### src/rtl/axi4_accel_regbank.sv
// axi4_accel_regbank: AXI4-lite register bank fronting a hash core (message, control/status, digest, watchdog, irq).
module axi4_accel_regbank #(
  parameter logic [31:0] BASE_ADDR = 32'h3000_0000,
  parameter int MSG_WORDS = 16,
  parameter int DIGEST_WORDS = 8,
  parameter int TIMEOUT_CYC = 0
) (
  input  logic                      clk,
  input  logic                      reset,
  input  logic                      mem_axi_awvalid,
  output logic                      mem_axi_awready,
  input  logic [31:0]               mem_axi_awaddr,
  input  logic                      mem_axi_wvalid,
  output logic                      mem_axi_wready,
  input  logic [31:0]               mem_axi_wdata,
  input  logic [3:0]                mem_axi_wstrb,
  output logic                      mem_axi_bvalid,
  input  logic                      mem_axi_bready,
  output logic [1:0]                mem_axi_bresp,
  input  logic                      mem_axi_arvalid,
  output logic                      mem_axi_arready,
  input  logic [31:0]               mem_axi_araddr,
  output logic                      mem_axi_rvalid,
  input  logic                      mem_axi_rready,
  output logic [31:0]               mem_axi_rdata,
  output logic [1:0]                mem_axi_rresp,
  output logic [MSG_WORDS*32-1:0]   msg_o,
  output logic                      core_rst_o,
  input  logic                      core_ready_i,
  input  logic [DIGEST_WORDS*32-1:0] digest_i,
  output logic                      irq_o
);
  localparam int MW = MSG_WORDS > 1 ? $clog2(MSG_WORDS) : 1;
  localparam int DW = DIGEST_WORDS > 1 ? $clog2(DIGEST_WORDS) : 1;
  localparam logic [31:0] TO_LAST = 32'(TIMEOUT_CYC - 1);
  typedef enum logic {IDLE, RUN} state_t;
  state_t state, state_nx;
  logic aw_full, w_full, irq_en, auto_mode, done, err, done_set, err_set;
  logic [31:0] aw_addr, w_data, wd, rd_val;
  logic [3:0] w_strb;
  logic [31:0] msg [MSG_WORDS];
  logic [31:0] dig [DIGEST_WORDS];
  logic wr_go, wr_ctrl, wr_stat, wr_msg, wr_ok, start_req;
  logic rd_ctrl, rd_stat, rd_dig, rd_msg, rd_ok;
  logic w_hit, r_hit;
  logic [5:0] w_idx, r_idx;
  assign w_hit = aw_addr[31:12] == BASE_ADDR[31:12] && aw_addr[1:0] == 2'b00;
  assign r_hit = mem_axi_araddr[31:12] == BASE_ADDR[31:12] && mem_axi_araddr[1:0] == 2'b00;
  assign w_idx = aw_addr[7:2];
  assign r_idx = mem_axi_araddr[7:2];
  assign wr_go = aw_full & w_full & ~mem_axi_bvalid;
  assign wr_ctrl = w_hit && aw_addr[11:0] == 12'h000;
  assign wr_stat = w_hit && aw_addr[11:0] == 12'h004;
  assign wr_msg = w_hit && aw_addr[11:8] == 4'h3 && int'(w_idx) < MSG_WORDS;
  assign wr_ok = wr_ctrl | wr_stat | (wr_msg & state == IDLE);
  // AUTO launches the core on the last message word, so software can skip the START write
  assign start_req = wr_go & ((wr_ctrl & w_strb[0] & w_data[0]) |
                              (wr_msg & state == IDLE & auto_mode & int'(w_idx) == MSG_WORDS - 1));
  assign rd_ctrl = r_hit && mem_axi_araddr[11:0] == 12'h000;
  assign rd_stat = r_hit && mem_axi_araddr[11:0] == 12'h004;
  assign rd_dig = r_hit && mem_axi_araddr[11:8] == 4'h2 && int'(r_idx) < DIGEST_WORDS;
  assign rd_msg = r_hit && mem_axi_araddr[11:8] == 4'h3 && int'(r_idx) < MSG_WORDS;
  assign rd_ok = rd_ctrl | rd_stat | rd_dig | rd_msg;
  assign rd_val = rd_ctrl ? {29'b0, auto_mode, irq_en, 1'b0} :
                  rd_stat ? {29'b0, err, done, state == RUN} :
                  rd_dig  ? dig[r_idx[DW-1:0]] :
                  rd_msg  ? msg[r_idx[MW-1:0]] : 32'b0;
  assign core_rst_o = state == IDLE;
  assign irq_o = done & irq_en;
  always_comb begin
    msg_o = '0;
    for (int i = 0; i < MSG_WORDS; i++) msg_o[MSG_WORDS*32-1-32*i -: 32] = msg[i];
  end
  always_comb begin
    state_nx = state;
    done_set = 1'b0;
    err_set = 1'b0;
    if (state == IDLE) state_nx = start_req ? RUN : IDLE;
    else if (core_ready_i) begin
      done_set = 1'b1;
      state_nx = IDLE;
    end else if (TIMEOUT_CYC != 0 && wd == TO_LAST) begin
      err_set = 1'b1;
      state_nx = IDLE;
    end
  end
  always_ff @(posedge clk or posedge reset)
    if (reset) state <= IDLE;
    else state <= state_nx;
  always_ff @(posedge clk or posedge reset) begin
    if (reset) begin
      {mem_axi_awready, mem_axi_wready, mem_axi_bvalid, mem_axi_arready, mem_axi_rvalid} <= '0;
      {aw_full, w_full, irq_en, auto_mode, done, err} <= '0;
      mem_axi_bresp <= 2'b00;
      mem_axi_rresp <= 2'b00;
      mem_axi_rdata <= '0;
      aw_addr <= '0;
      w_data <= '0;
      w_strb <= '0;
      wd <= '0;
      for (int i = 0; i < MSG_WORDS; i++) msg[i] <= '0;
      for (int i = 0; i < DIGEST_WORDS; i++) dig[i] <= '0;
    end else begin
      mem_axi_awready <= mem_axi_awvalid & ~aw_full & ~mem_axi_awready & ~mem_axi_bvalid;
      mem_axi_wready <= mem_axi_wvalid & ~w_full & ~mem_axi_wready & ~mem_axi_bvalid;
      if (mem_axi_awvalid & mem_axi_awready) begin
        aw_full <= 1'b1;
        aw_addr <= mem_axi_awaddr;
      end
      if (mem_axi_wvalid & mem_axi_wready) begin
        w_full <= 1'b1;
        w_data <= mem_axi_wdata;
        w_strb <= mem_axi_wstrb;
      end
      if (wr_go) begin
        aw_full <= 1'b0;
        w_full <= 1'b0;
        mem_axi_bvalid <= 1'b1;
        mem_axi_bresp <= wr_ok ? 2'b00 : 2'b10;
      end else if (mem_axi_bready) mem_axi_bvalid <= 1'b0;
      if (wr_go & wr_ctrl & w_strb[0]) begin
        irq_en <= w_data[1];
        auto_mode <= w_data[2];
      end
      if (wr_go & wr_msg & state == IDLE)
        for (int b = 0; b < 4; b++)
          if (w_strb[b]) msg[w_idx[MW-1:0]][8*b +: 8] <= w_data[8*b +: 8];
      done <= done_set | (done & ~(wr_go & wr_stat & w_data[1]));
      err <= err_set | (err & ~(wr_go & wr_stat & w_data[2]));
      if (done_set)
        for (int i = 0; i < DIGEST_WORDS; i++) dig[i] <= digest_i[DIGEST_WORDS*32-1-32*i -: 32];
      wd <= state == RUN ? wd + 32'd1 : 32'd0;
      mem_axi_arready <= mem_axi_arvalid & ~mem_axi_arready & ~mem_axi_rvalid;
      if (mem_axi_arvalid & mem_axi_arready) begin
        mem_axi_rvalid <= 1'b1;
        mem_axi_rdata <= rd_val;
        mem_axi_rresp <= rd_ok ? 2'b00 : 2'b10;
      end else if (mem_axi_rready) mem_axi_rvalid <= 1'b0;
    end
  end
endmodule
### config.mk
export PLATFORM = sky130hd
export DESIGN_NAME = axi4_accel_regbank
export DESIGN_NICKNAME = d
export VERILOG_FILES = /design/src/rtl/axi4_accel_regbank.sv
export SDC_FILE = /design/constraint.sdc
export NUM_CORES = 2
export LEC_CHECK = 0
export BUFFER_PORTS_ARGS = -buffer_cell sky130_fd_sc_hd__clkbuf_2
export CAP_MARGIN = 15
export CELL_PAD_IN_SITES_DETAIL_PLACEMENT = 0
export CELL_PAD_IN_SITES_GLOBAL_PLACEMENT = 1
export CORE_AREA = 2 2 362 364
export CTS_BUF_LIST = sky130_fd_sc_hd__clkbuf_8
export CTS_CLUSTER_SIZE = 28
export DETAILED_ROUTE_END_ITERATION = 12
export DIE_AREA = 0 0 364 366
export PLACE_DENSITY = 0.68
export RECOVER_POWER = 100
export SLEW_MARGIN = 5
export SYNTH_ARGS = -nofsm -noshare
export SYNTH_HDL_FRONTEND = slang
export SYNTH_SLANG_ARGS = --single-unit
### constraint.sdc
create_clock -name clk -period 26.5 [get_ports clk]
set_input_delay 2.65 -clock clk [delete_from_list [all_inputs] [get_ports clk]]
set_output_delay 2.65 -clock clk [all_outputs]
set_load 0.02 [all_outputs]
==> results.py <==
metrics = {
    "timing": {
        "clock-skew-final_ns": 0.0596,
        "post-route-min-period_ns": 13.38,
        "tns_ns": 0,
        "fin_crit_sh_pct": 50.5,
        "setup_viol": 0,
        "tightest_slew_ns": 9.58,
        "relSlewSlack_pct": -539,
        "drv_slew": 1194,
        "fmax_mhz": 74.7,
        "hold_viol_final": 0,
        "rsz0062_at_grt": "false",
    },
    "clocking": {
        "clkTransAtPathRegs_ns": 0.05,
        "cts_setup_buffers": 0,
        "cts.repair.resized": 0,
        "clk_latency_ns": 0.93,
        "numCtsBuffers": 158,
        "cts_root_buf": "clkbuf_8",
        "htree_levels": 4,
        "hold_buffers": 0,
        "cts_tree": "done",
        "cts_num_sinks": 882,
        "clockBufferDepth": 3,
    },
    "floorplanning": {
        "initial_utilization_pct": 31.1,
        "coreArea_um2": 129000,
        "pin_count": 919,
        "die_w_um": 364,
        "dieArea_um2": 133000,
        "die_height_um": 366,
        "rows": 132,
    },
    "hold_path": {
        "holdPathEnd": "mem_axi_arready$_DFF_PP0_",
        "hold_class": "flop to flop",
        "hold_depth": 1,
        "hold_start": "mem_axi_rvalid$_DFFE_PP0P_",
    },
    "synth": {
        "synth-async-reset-ratio_pct": 100,
        "ys.flop_type": "dfrtp_1",
        "syn_avg_cell_area_um2": 16.2,
        "synth_edf_count": 0,
        "yosys_register_bits": 882,
        "synth_cells": 2467,
        "syn_area_um2": 40100,
        "yosysWarnings": 0,
        "synth-seq-area-share_pct": 55.1,
        "synth.distinct_cells": 59,
    },
    "grt": {
        "antenna_found_initial": 27,
        "grt_util_all_layers_pct": 23.2,
        "grt_max_degree": 176,
        "grt_pass1_vias": 27900,
        "grt_pass1_wl_um": 218000,
        "grt-ovfl-total": 0,
    },
    "final_layout": {
        "drive_above_1_share_pct": 45.7,
        "final_cell_mix": "882 x dfrtp_1, 829 x mux2_2, 577 x clkbuf_1",
        "layout_commonest_cell": "dfrtp_1",
        "postLayoutCoreUtil_pct": 37.1,
        "multiInputGateArea_um2": 16400,
        "fin_cells": 5282,
        "ff_latch_area_um2": 22100,
        "area_growth_pct": 19.3,
        "final_nets": 3789,
        "nFillCells": 12800,
    },
    "setup_path": {
        "rrSetupSlack_ns": 14.57,
        "worst_path_most_repeated_cell": "clkbuf_1",
        "critical_path.max_fanout": 171,
        "crit_type": "input port to async pin",
        "critical_path_buf_inv_count": 7,
        "worst_setup_path_end_kind": "async pin",
        "reg2reg_from": "state$_DFF_PP0_",
        "reg2reg_depth": 4,
        "arrival_ns": 14.23,
        "crit_chain": "clkbuf_2 > clkinvlp_2 > clkbuf_1 > clkbuf_1 > clkbuf_1 > clkbuf_1 > buf_12",
        "r2r_end": "dig[209]$_DFFE_PP0P_",
        "slowest_stage": "clkbuf_1",
        "cp-start-kind": "input port",
        "cp_top_family": "buffers and inverters",
        "cpPeakStageDelay_ns": 2.73,
        "required_ns": 27.35,
    },
    "detailed_routing": {
        "wl_um": 157000,
        "dr_total_vias": 27100,
        "wl_per_cell_um": 29.8,
        "firstDrtPassIters": 5,
        "drt-initial-drc-count": 1751,
        "ant_nets": 0,
        "detail_route.vias_per_cell": 5.12,
        "drc": 0,
    },
    "power": {
        "finalPower_w": 0.00317,
        "ir_worst_vdd_mv": 0.0483,
        "leakage_nw": 22.2,
        "cellPowerDensity_nw_per_um2": 66.4,
    },
    "outcome": {
        "status": "complete, but fails checks",
        "violations": "max-capacitance violations, max-slew violations",
    },
    "placed_design": {
        "portBuffers": 916,
        "dp_hpwl_um": 115000,
        "gp_congestion": 0.860,
        "dp.cells": 5006,
    },
    "run": {
        "max_cap_violations": 32,
    },
}
logic make-up after synthesis:
family                 share of synthesized area (%)
muxes                                           36.8
DFF                                             55.1
and+or+nand+nor                                 4.57
buffers and inverters                           1.76
AOI/OAI and AO/OA                               1.84
other                                        0.00936
state kept, by name, summed over array words and instances (netlist names), 4 cells and up:
name and count:
w_strb 4, mem_axi_rdata 32, msg_o 512, w_data 32
dig 256, aw_addr 32
metal layers:
| metal | wire (µm) | global-route usage [%] | up-vias |
|---|---|---|---|
| met5 | 190 | 0 | - |
| met4 | 6450 | 9.81 | 28 |
| met3 | 11300 | 6.31 | 284 |
| met2 | 77600 | 38.5 | 1053 |
| met1 | 61700 | 28.4 | 14400 |
| li1 | - | - | 11300 |
final cells by class:
cell class	count	share of cell area, %
diodes	12	0.0628
clock buffers	181	5.21
clock inverters	82	0.961
inverters	10	0.0811
multi-input cells	1426	34.4
flip-flops and latches	882	46.2
well taps	1742	4.56
repair buffers	947	8.58
through the flow:
stage	hold WS [ns]	cell area (µm²)	setup slack [ns]
floorplan	0.435	40100	11.72
global placement	0.457	46500	18.58
detailed placement	0.457	46500	18.60
CTS	0.467	49500	19.60
global route	0.506	47800	11.04
finish	0.471	47800	13.12
synthesized netlist by cell type (3+ instances only):
cell	count	share of area, %
a211oi_1	4	0.075
a21oi_1	9	0.11
a22oi_1	27	0.51
a32o_1	27	0.67
and2_1	3	0.047
and3_1	8	0.12
buf_1	22	0.21
buf_2	34	0.42
clkbuf_1	88	0.82
dfrtp_1	882	55
inv_1	8	0.075
mux2_1	3	0.084
mux2_2	808	23
mux2_4	32	1.2
mux2i_1	91	2.3
mux4_2	187	11
nand2_1	32	0.30
nand3_1	36	0.45
nand3_4	6	0.26
nand4_1	3	0.047
nor2_1	17	0.16
nor2_2	19	0.30
nor2_4	7	0.20
nor2_8	40	2.0
nor2b_1	4	0.062
nor3_1	7	0.087
nor3_2	3	0.075
nor4_1	9	0.14
o21ai_0	7	0.087
o311ai_0	3	0.066
report_power, final:
part	switching (W)	internal, W	leakage (nW)	total, W
logic	0.000152	0.000161	8.73	0.000313
clock network	0.000602	0.000625	1.73	0.00123
registers	0.000184	0.00145	11.8	0.00163
total	0.000938	0.00224	22.2	0.00317
worst max path at each step:
stage	start	to	cells after the start	slack, ns
after floorplan	reset	auto_mode$_DFFE_PP0P_	1	11.72
after global placement	reset	dig[167]$_DFFE_PP0P_	7	18.58
after detailed placement	reset	dig[199]$_DFFE_PP0P_	7	18.60
after CTS	reset	dig[171]$_DFFE_PP0P_	7	19.60
after global routing	reset	mem_axi_rdata[8]$_DFFE_PP0P_	7	11.04
final	reset	dig[102]$_DFFE_PP0P_	7	13.12
Note: power is estimated with default switching activity, not from simulation.
